===== src/rtl/cart_pkg.sv =====
// Shared constants and types for the cartridge bus arbiter.
// Requester indices, FSM encoding and starvation counter width.
package cart_pkg;

  localparam logic [1:0] REQ_CPU  = 2'd0;
  localparam logic [1:0] REQ_HDMA = 2'd1;
  localparam logic [1:0] REQ_OAM  = 2'd2;

  localparam int NREQ  = 3;
  localparam int CNT_W = 4;

  typedef enum logic [1:0] {
    ST_IDLE,
    ST_ISSUE,
    ST_WAIT,
    ST_DONE
  } state_t;

  function automatic logic [NREQ-1:0] onehot(input logic [1:0] idx);
    return 3'b001 << idx;
  endfunction

endpackage


===== src/rtl/cart_arb_pick.sv =====
// Winner select: OAM DMA > HDMA > CPU,
// overridden by the starvation flag in favour of a pending CPU.
module cart_arb_pick
  import cart_pkg::*;
(
  input  logic [2:0] req,
  input  logic       force_cpu,
  output logic [1:0] idx,
  output logic       valid
);

  always_comb begin
    idx   = REQ_CPU;
    valid = |req;
    priority case (1'b1)
      force_cpu && req[REQ_CPU]: idx = REQ_CPU;
      req[REQ_OAM]:              idx = REQ_OAM;
      req[REQ_HDMA]:             idx = REQ_HDMA;
      default:                   idx = REQ_CPU;
    endcase
  end

endmodule


===== src/rtl/cart_bus_arb.sv =====
// Three-requester arbiter and access sequencer for the cart bus.
// One strobe per access, wait for busy to drop, then one-cycle ack.
module cart_bus_arb
  import cart_pkg::*;
#(
  parameter int STARVE_LIMIT = 4
) (
  input  logic        clk_8m,
  input  logic        rst,
  input  logic [2:0]  req,
  input  logic [2:0]  we,
  input  logic [47:0] addr,
  input  logic [23:0] wdata,
  output logic [2:0]  ack,
  output logic [7:0]  rdata,
  output logic [15:0] m_addr,
  output logic [7:0]  m_din,
  output logic        m_rd,
  output logic        m_wr,
  input  logic [7:0]  m_dout,
  input  logic        m_busy
);

  state_t           state, state_d;
  logic [1:0]       win, win_d;
  logic             wr_q, wr_d;
  logic [CNT_W-1:0] cnt, cnt_d;
  logic [2:0]       ack_d;
  logic [7:0]       rdata_d;
  logic [15:0]      m_addr_d;
  logic [7:0]       m_din_d;
  logic             m_rd_d, m_wr_d;

  logic [1:0]       pick_idx;
  logic             pick_valid;
  logic             force_cpu;
  logic [15:0]      sel_addr;
  logic [7:0]       sel_din;
  logic             sel_we;

  assign force_cpu = (cnt == CNT_W'(STARVE_LIMIT));

  cart_arb_pick u_pick (
    .req       (req),
    .force_cpu (force_cpu),
    .idx       (pick_idx),
    .valid     (pick_valid)
  );

  always_comb begin
    sel_addr = addr[15:0];
    sel_din  = wdata[7:0];
    sel_we   = we[REQ_CPU];
    case (pick_idx)
      REQ_HDMA: begin
        sel_addr = addr[31:16];
        sel_din  = wdata[15:8];
        sel_we   = we[REQ_HDMA];
      end
      REQ_OAM: begin
        sel_addr = addr[47:32];
        sel_din  = wdata[23:16];
        sel_we   = we[REQ_OAM];
      end
      default: ;
    endcase
  end

  always_comb begin
    state_d  = state;
    win_d    = win;
    wr_d     = wr_q;
    cnt_d    = cnt;
    ack_d    = '0;
    rdata_d  = rdata;
    m_addr_d = m_addr;
    m_din_d  = m_din;
    m_rd_d   = 1'b0;
    m_wr_d   = 1'b0;
    unique case (state)
      ST_IDLE: begin
        if (!req[REQ_CPU]) cnt_d = '0;
        if (pick_valid) begin
          state_d  = ST_ISSUE;
          win_d    = pick_idx;
          wr_d     = sel_we;
          m_addr_d = sel_addr;
          m_din_d  = sel_din;
          m_rd_d   = !sel_we;
          m_wr_d   = sel_we;
          // only DMA wins that overtake a waiting CPU count
          if (pick_idx != REQ_CPU && req[REQ_CPU])
            cnt_d = cnt + 1'b1;
          else
            cnt_d = '0;
        end
      end
      ST_ISSUE: state_d = ST_WAIT;
      ST_WAIT: begin
        if (!m_busy) begin
          if (!wr_q) rdata_d = m_dout;
          ack_d   = onehot(win);
          state_d = ST_DONE;
        end
      end
      ST_DONE: state_d = ST_IDLE;
      default: state_d = ST_IDLE;
    endcase
  end

  always_ff @(posedge clk_8m) begin
    if (rst) begin
      state  <= ST_IDLE;
      win    <= REQ_CPU;
      wr_q   <= 1'b0;
      cnt    <= '0;
      ack    <= '0;
      rdata  <= 8'hFF;
      m_addr <= '0;
      m_din  <= '0;
      m_rd   <= 1'b0;
      m_wr   <= 1'b0;
    end else begin
      state  <= state_d;
      win    <= win_d;
      wr_q   <= wr_d;
      cnt    <= cnt_d;
      ack    <= ack_d;
      rdata  <= rdata_d;
      m_addr <= m_addr_d;
      m_din  <= m_din_d;
      m_rd   <= m_rd_d;
      m_wr   <= m_wr_d;
    end
  end

endmodule


===== config.mk =====
export PLATFORM = sky130hd
export DESIGN_NAME = cart_bus_arb
export DESIGN_NICKNAME = d
export VERILOG_FILES = /design/src/rtl/cart_pkg.sv /design/src/rtl/cart_arb_pick.sv /design/src/rtl/cart_bus_arb.sv
export SDC_FILE = /design/constraint.sdc
export NUM_CORES = 1
export LEC_CHECK = 0
export ABC_AREA = 1
export ABC_CLOCK_PERIOD_IN_PS = 3300
export CAP_MARGIN = 30
export CORE_MARGIN = 2
export CORE_UTILIZATION = 43
export DETAILED_ROUTE_END_ITERATION = 16
export MAX_ROUTING_LAYER = met4
export PLACE_DENSITY = 0.87
export RECOVER_POWER = 100
export SLEW_MARGIN = 5
export SYNTH_ARGS = -nofsm -noshare
export SYNTH_HDL_FRONTEND = slang
export SYNTH_SLANG_ARGS = --single-unit

===== constraint.sdc =====
create_clock -name clk_8m -period 3.3 [get_ports clk_8m]
set_input_delay 0.66 -clock clk_8m [delete_from_list [all_inputs] [get_ports clk_8m]]
set_output_delay 0.66 -clock clk_8m [all_outputs]
set_load 0.01 [all_outputs]

Yosys cells after proc, flatten, opt, wreduce, memory -nomap -nowiden
Cells that the tools add are included. W data, S select, Z words.

Register bits: 46. Input bits: 89. Output and inout port bits: 37. Word-level logic and storage cells: 50.

Add/sub/neg operators: 1. Equality and inequality tests: 9. Shift-type cells: 1. Muxes and demuxes: 12. Bitwise operators: 5. Reduce and logical (&&, ||, !) cells: 12.

Operators with widths (count): $pmux W16 S2 (1); $pmux W8 S2 (1); $mux W4 (3); $reduce_or A3 Y1 (3); $mux W2 (4); $pmux W2 S4 (1); $eq A2 B2 Y1 const B (3); $reduce_and A2 Y1 (3); $not A1 Y1 (5); $add A4 B1 Y4 const B (1); $eq A2 B1 Y1 const B (2); $eq A4 B3 Y1 const B (1); $ne A2 B2 Y1 const B (2); $reduce_and A3 Y1 (1); $shl A1 B2 Y3 const A (1); $logic_and A1 B1 Y1 (2); $logic_not A2 Y1 (1); $ne A2 B1 Y1 const B (1); $pmux W1 S2 (1); $reduce_bool A2 Y1 (1); $logic_not A1 Y1 (1); $mux W1 (1).

Depth between registers and ports, before layout
Gate-level depths: netlist of run 1.

Word-level depth: 7. Depth in mapped cells: 13. Gate-level depth less buffers: 12.

Cells and area by module
From an unflattened synthesis of run 1, not the netlist that was laid out.

Cells, all modules: 317. Area, all modules: 2408.6 um^2.

Modules (own cells, without submodules): cart_bus_arb (instances 1, cells an instance 309, area each 2373.5 um^2, seq. area each 920.9 um^2); cart_arb_pick (instances 1, cells an instance 8, area each 35.0 um^2, seq. area each 0.0 um^2).

Worst setup path before layout of run 1
Ideal clock, no wire load.

Path type: input port to flip-flop. Start: in req[0]. End: reg m_addr[0]. Library setup time: 116 ps. Data arrival time: 1807 ps. Path slack: 1378 ps. Stages: 9. Path buffers: 2. Cells stage by stage: nand4_1 nand3_1 inv_1 ha_1 buf_2 clkbuf_1 a21oi_1 nor2_1 nor2_1.

Cells in the longest elaborated chain, start to end: 4.

RTL lines: from (decl) (RTL line cart_bus_arb.sv:10) `input logic [2:0] req,`; $logic_and A1 B1 Y1 (*) (RTL line cart_arb_pick.sv:16) `force_cpu && req[REQ_CPU]: idx = REQ_CPU;`; $mux W2 (*) (RTL line cart_arb_pick.sv:15) `priority case (1'b1)`; named net pick_idx[0] (RTL line cart_bus_arb.sv:34) `logic [1:0] pick_idx;`; $eq A2 B2 Y1 or $eq A2 B1 Y1 (tied branches) (RTL line cart_bus_arb.sv:54) `case (pick_idx)`; $pmux W16 S2 (*) (RTL line cart_bus_arb.sv:54); to (signal assigned) (RTL line cart_bus_arb.sv:130) `m_addr <= m_addr_d;`; to (decl) (RTL line cart_bus_arb.sv:16) `output logic [15:0] m_addr,`.

Mark *: on every way through the listed nets, which the timed path passes. The rest lies on a longest branch. A chain may end at the register's enable or synchronous reset.

Worst setup path in the final report of run 1
Start: in req[2]. End: reg m_din[5].

Cells in the longest elaborated chain, start to end: 4.

RTL lines: $mux W2 (2 in series) (RTL line cart_arb_pick.sv:15); $eq A2 B2 Y1 or $eq A2 B1 Y1 (tied branches) (RTL line cart_bus_arb.sv:54); $pmux W8 S2 (RTL line cart_bus_arb.sv:54); to (signal assigned) (RTL line cart_bus_arb.sv:131) `m_din <= m_din_d;`; to (decl) (RTL line cart_bus_arb.sv:17) `output logic [7:0] m_din,`.

Parallel ways exist; a longest one is shown, timed or not.

==> results of run 1 <==
## critical path, stage by stage
cell	delay [ns]
dlygate4sd3_1	0.59
inv_1	0.09
nand3_1	0.11
nand2_1	0.12
inv_1	0.96
nand2_1	0.14
nor2_1	0.14
nor2_1	0.06
## logic make-up (layout without fill, tap and decap cells)
family | Yosys count | count (layout)
buffers and inverters | 40 | 154
AND/OR/NAND/NOR | 214 | 214
adder cells (fa/ha/maj) | 7 | 7
AO/OA/AOI/OAI | 57 | 57
flip-flops | 46 | 46
XOR/XNOR | 1 | 1
## metal layers
| layer | track usage | vias to the layer above |
|---|---|---|
| met3 | 0.0655 | 11 |
| met2 | 0.384 | 96 |
| met5 | - | - |
| li1 | - | 1374 |
| met4 | 0.0754 | 0 |
| met1 | 0.245 | 1154 |
## worst max path at each step
stage               cells after the start  slack [ns]  startpoint         to
CTS                                    10        0.88      req[0]       wr_q
detailed placement                     10        0.58      req[0]       wr_q
global route                            8        0.35      req[2]  m_addr[9]
floorplan                               9        1.38      req[0]  m_addr[0]
finish                                  8        0.60      req[2]   m_din[5]
global placement                       11        0.68      req[0]       wr_q
## sequential cells by signal (all words and copies together) (netlist names)
register  flops
ack           3
cnt           4
m_addr       16
m_din         8
m_rd          1
m_wr          1
rdata         8
state         2
win           2
wr_q          1
## final cells by class
type	count	area share
Timing Repair Buffer	128	0.346
Multi-Input combinational cell	279	0.331
Tap cell	72	0.0245
Inverter	18	0.0184
Sequential cell	46	0.250
Clock inverter	2	0.0102
Clock buffer	6	0.0197
## report_power, final
part | total (µW) | switching, µW | internal, µW
combinational | 1030 | 564 | 464
sequential | 815 | 82.8 | 732
clock | 415 | 189 | 226
## cell usage after synthesis, types with 2 or more instances
cell type  instances  area (µm²)
a21oi_1           31         155
buf_4              5        37.5
buf_6              5        56.3
o21ai_1            2        10.0
nor2_1            57         214
buf_2              9        45.0
nand2_1          133         499
nand3_1           17        85.1
inv_2              5        18.8
ha_1               7        87.6
nand4_1            3        18.8
dfxtp_1           46         921
o21ai_0           24         120
inv_1             12        45.0
clkbuf_1           3        11.3
## metrics by stage
| stage | util | hold slack (ns) | area, µm² |
|---|---|---|---|
| after floorplan | - | 0.412 | 2380 |
| after global placement | 0.661 | 0.436 | 3590 |
| after detailed placement | 0.661 | 0.432 | 3590 |
| after CTS | 0.681 | 0.443 | 3700 |
| after global routing | 0.677 | 0.462 | 3680 |
| final | 0.677 | 0.455 | 3680 |
==> impl_metrics.ini, run 1 <==
[run_status]
status = finished clean

[hold_path]
min_path_cells = 1
hold_end = ack[0]
hold_path.class = reg2reg
min-delay-start = win[0]

[sta]
fin_skew_ns = 0.00473
final.setup.tns_ns = 0
relSlewSlack = 0.138
max_clock_freq_mhz = 370
hold_violations = 0
setup_slack_ns = 0.597
finalSetupViolations = 0
rsz0062_at_grt = no
worst_pin_slew_ns = 1.29
finalMaxSlewViolations = 0
fin_crit_sh = 0.819
min_period_ns = 2.70

[global_routing]
grt_pass1_wl_um = 10700
antenna_found_initial = 0
grt_max_degree = 51
grt_overflow_total = 0
grt_pass1_vias = 2428
grt_usage = 0.222

[place]
hpwl_um = 4860
pre_cts_ws_ns = 0.579
portBuffers = 125
dp_cells = 543
gp_congestion = 0.858

[die]
core_um2 = 5440
die_w_um = 78.4
fp-row-count = 27
dieArea_um2 = 6150
die_h_um = 78.4
start_util = 0.438
io_pins = 126

[layout]
multi_input_comb_area_um2 = 1220
area_growth_pct = 54.7
final_nets = 574
final-seq-area_um2 = 921
mostFrequentLayoutCells = nand2_1 (134), clkdlybuf4s50_1 (85), nor2_1 (57), dfxtp_1 (46), dlygate4sd3_1 (40)
fill_cells = 494
mostFrequentLayoutCell = nand2_1
antenna_cells = 0
layout.cells.non_filler = 551
drive_gt1_frac = 0.0271

[synth]
synth_nets = 461
synthXorXnorAreaFrac = 0.00368
synth_mux_area_frac = 0
yosysSeqAreaShare = 0.387
ys_ff_latch = 46
syn-cell-area_um2 = 2380
synth_edf_count = 0
synth.distinct_cells = 21
async_flop_share = 0
netlist_instances = 365
synth_adder_area_share = 0.0368
synth_area_per_cell_um2 = 6.52
synth_ff_type = dfxtp_1
synthSimpleGateAreaFrac = 0.360
synth_top_family_by_area = simple AND/OR/NAND/NOR gates
synth-compound-area-share = 0.120
ys_warn_count = 0

[routing]
routed-via-count = 2635
wl_per_cell_um = 12.0
dr.max_layer_used = met4
m1WireLength_um = 2780
drt_first_pass_iters = 5
wl_met2_um = 3190
drc = 0
drt-initial-drc-count = 86
viasPerCell = 4.78
drt_wl_total_um = 6630
ant_nets = 0
wl_met3_um = 511

[clocking]
cts_sinks = 46
cts_max_level = 2
cts_setup_buffers = 0
cts_made_buffers = 5
cts-root-buf = clkbuf_8
clkLatencyLatePin_ns = 0.29
clock_path_buffers = 2
hold_buffers = 0
cts_tree = yes
path_clk_slew_ns = 0.08
post_cts_resized = 0

[power_and_ir_drop]
p_leak_uw = 0.00165
p_total_uw = 2260
vdd_drop_max_mv = 0.258
cellPowerDensity_nw_per_um2 = 613

[setup_path]
cp_max_fo = 50
end_kind = register
worstRegToRegCells = 7
cp.required_ns = 3.48
reg2reg_slack_ns = 0.98
rr_endpoint = m_din[5]
reg2reg_from = state[0]
worstPathArrival_ns = 2.88
crit_type = in2reg
start_kind = input pin

[flow_run]
cap_violations = 0
(Power assumes the default switching activity.)
==> run 2, diff against run 1 <==
Settings changed: ABC_CLOCK_PERIOD_IN_PS 3300 to 2200, CORE_UTILIZATION 43 to 36, PLACE_DENSITY 0.87 to 0.77.
Clock period 3.3 ns to 2.2 ns, I/O delays scaled along.
==> run 2 against run 1 <==
  * Die area increased by 18%
  * Largest power group unchanged
  * Power increased by 54%
  * Global-route usage decreased by 3.1 points
  * Sequential share of layout area fell by 0.79 points
  * Critical endpoint is now m_addr[0]
  * Clock-buffer cell count down 1
  * Utilization is 8.2 points lower
  * Critical path type unchanged
  * Sequential power rose by 50%
  * Largest cell class unchanged
  * Highest routed layer unchanged
  * Non-clock buffer count grew 7
  * Clock power rose by 53%
  * Via count increased by 1.7%
  * Critical path depth grew 2
==> impl_metrics.ini, run 2 (synthesized netlist as in run 1, its figures left out) <==
[run_status]
status = finished clean

[global_routing]
grtUsageMet3 = 0.0554
grt_max_degree = 51
met1_usage = 0.198
grt_usage = 0.190
antenna_found_initial = 0
grt_overflow_total = 0
grt_pass1_wl_um = 10900
met2_usage = 0.344
grt_pass1_vias = 2499
busiest_layer = met2

[routing]
wl_per_cell_um = 12.1
routed-via-count = 2680
drt_first_pass_iters = 4
drt-initial-drc-count = 82
ant_nets = 0
drt_wl_total_um = 6800
viasPerCell = 4.76
drc = 0

[clocking]
cts_made_buffers = 5
hold_buffers = 0
path_clk_slew_ns = 0.09
cts_max_level = 2
clkLatencyLatePin_ns = 0.30
cts_setup_buffers = 0
cts-root-buf = clkbuf_8
post_cts_resized = 0
cts_tree = yes
clock_path_buffers = 2
cts_sinks = 46

[setup_path]
cp_max_fo = 25
worstPathArrival_ns = 2.18
start_kind = input pin
end_kind = register
cp.required_ns = 2.44
crit_type = in2reg

[sta]
min_period_ns = 1.94
setup_slack_ns = 0.264
finalSetupViolations = 0
final.setup.tns_ns = 0
max_clock_freq_mhz = 517
rsz0062_at_grt = no
worst_pin_slew_ns = 0.515
fin_skew_ns = 0.00901
fin_crit_sh = 0.880
relSlewSlack = 0.657
finalMaxSlewViolations = 0
hold_violations = 0

[power_and_ir_drop]
clockPowerShare = 0.183
internal_power_uw = 2190
cellPowerDensity_nw_per_um2 = 915
p_leak_uw = 0.00169
power_frac_comb = 0.467
power_frac_seq = 0.351
power.switching_uw = 1290
p_sw_frac = 0.371
vdd_drop_max_mv = 0.396

[layout]
layout.cells.non_filler = 563
mostFrequentLayoutCells = nand2_1 (134), clkdlybuf4s50_1 (86), nor2_1 (57), dfxtp_1 (46), dlygate4sd3_1 (39)
drive_gt1_frac = 0.0453
antenna_cells = 0
largestRegisters = m_addr: 16 flops, m_din: 8 flops, rdata: 8 flops
area_growth_pct = 59.7
top_register = m_addr
mostFrequentLayoutCell = nand2_1
final_nets = 581
largest_register_ffs = 16
fill_cells = 605

[place]
gp_congestion = 0.793
portBuffers = 125
dp_cells = 555
pre_cts_ws_ns = -0.0162
hpwl_um = 5030

[die]
start_util = 0.373
core_um2 = 6390
io_pins = 126
die_w_um = 85.3
dieArea_um2 = 7280
die_h_um = 85.3
fp-row-count = 29

[hold_path]
hold_path.class = reg2reg

[flow_run]
cap_violations = 0
==> run 2: cell types whose count changed in the layout (fill, tap and decap cells not counted), sizes merged <==
cell	previous run	this run
clkdlybuf4s50	85	86
clkinvlp	1	2
clkbuf	6	7
buf	3	8
dlygate4sd3	40	39
==> run 2: cell type report <==
class / count / area (µm²) / area share
Sequential cell: 46 / 921 / 0.242
Multi-Input combinational cell: 279 / 1230 / 0.324
Inverter: 18 / 70.1 / 0.0184
Clock inverter: 3 / 45.0 / 0.0118
Tap cell: 77 / 96.3 / 0.0253
Clock buffer: 5 / 68.8 / 0.0181
Timing Repair Buffer: 135 / 1370 / 0.360
==> run 2: power groups by stage <==
stage	clock, µW	sequential, µW	combinational [µW]
6_report	635	1220	1620
2_1_floorplan	0	1340	904
3_3_place_gp	0	1240	1700
4_1_cts	653	1230	1740
5_1_grt	690	1250	1840
3_5_place_dp	0	1240	1730
==> run 2: metal layers <==
metal | vias up | share of wire
li1 | 1389 | -
met1 | 1194 | 0.39
met2 | 82 | 0.51
met3 | 15 | 0.072
met4 | 0 | 0.022
met5 | - | 0
==> run 2: path summary, 6_finish.rpt <==
path,startpoint,cells past startpoint,slack (ns),to
setup reg to reg,cnt[0],11,0.27,m_addr[0]
setup / recovery,req[0],10,0.26,m_addr[0]
hold / removal,win[1],2,0.47,win[1]
hold reg to reg,win[1],2,0.47,win[1]
==> run 2: through the flow <==
step                total power [µW]   util  cell area [µm²]  hold WS (ns)
floorplan                       2240      -             2380         0.412
global placement                2930  0.580             3700         0.430
detailed placement              2970  0.580             3700         0.458
CTS                             3620  0.598             3820         0.471
global route                    3780  0.595             3800         0.497
finish                          3480  0.595             3800         0.472
==> run 2: critical path, stage by stage <==
cell and delay (ns):
clkdlybuf4s50_1 0.49, nand4_1 0.15, nand3_1 0.13, clkbuf_1 0.17, ha_1 0.22, buf_12 0.18, nand2_1 0.06, a21oi_1 0.17
nor2_1 0.07, nor2_1 0.09
==> run 3, diff against run 2 <==
==> constraint.sdc (replaced) <==
create_clock -name clk_8m -period 2.2 [get_ports clk_8m]
set_input_delay 0.44 -clock clk_8m [delete_from_list [all_inputs] [get_ports clk_8m]]
set_output_delay 0.44 -clock clk_8m [all_outputs]
set_load 0.005 [all_outputs]
==> results of run 3 <==
The final DEF is identical to that of run 2. Status: finished clean.
Among the figures that moved: total power 3480 µW -> 3390 µW; worst IR drop on VDD 0.396 mV -> 0.388 mV
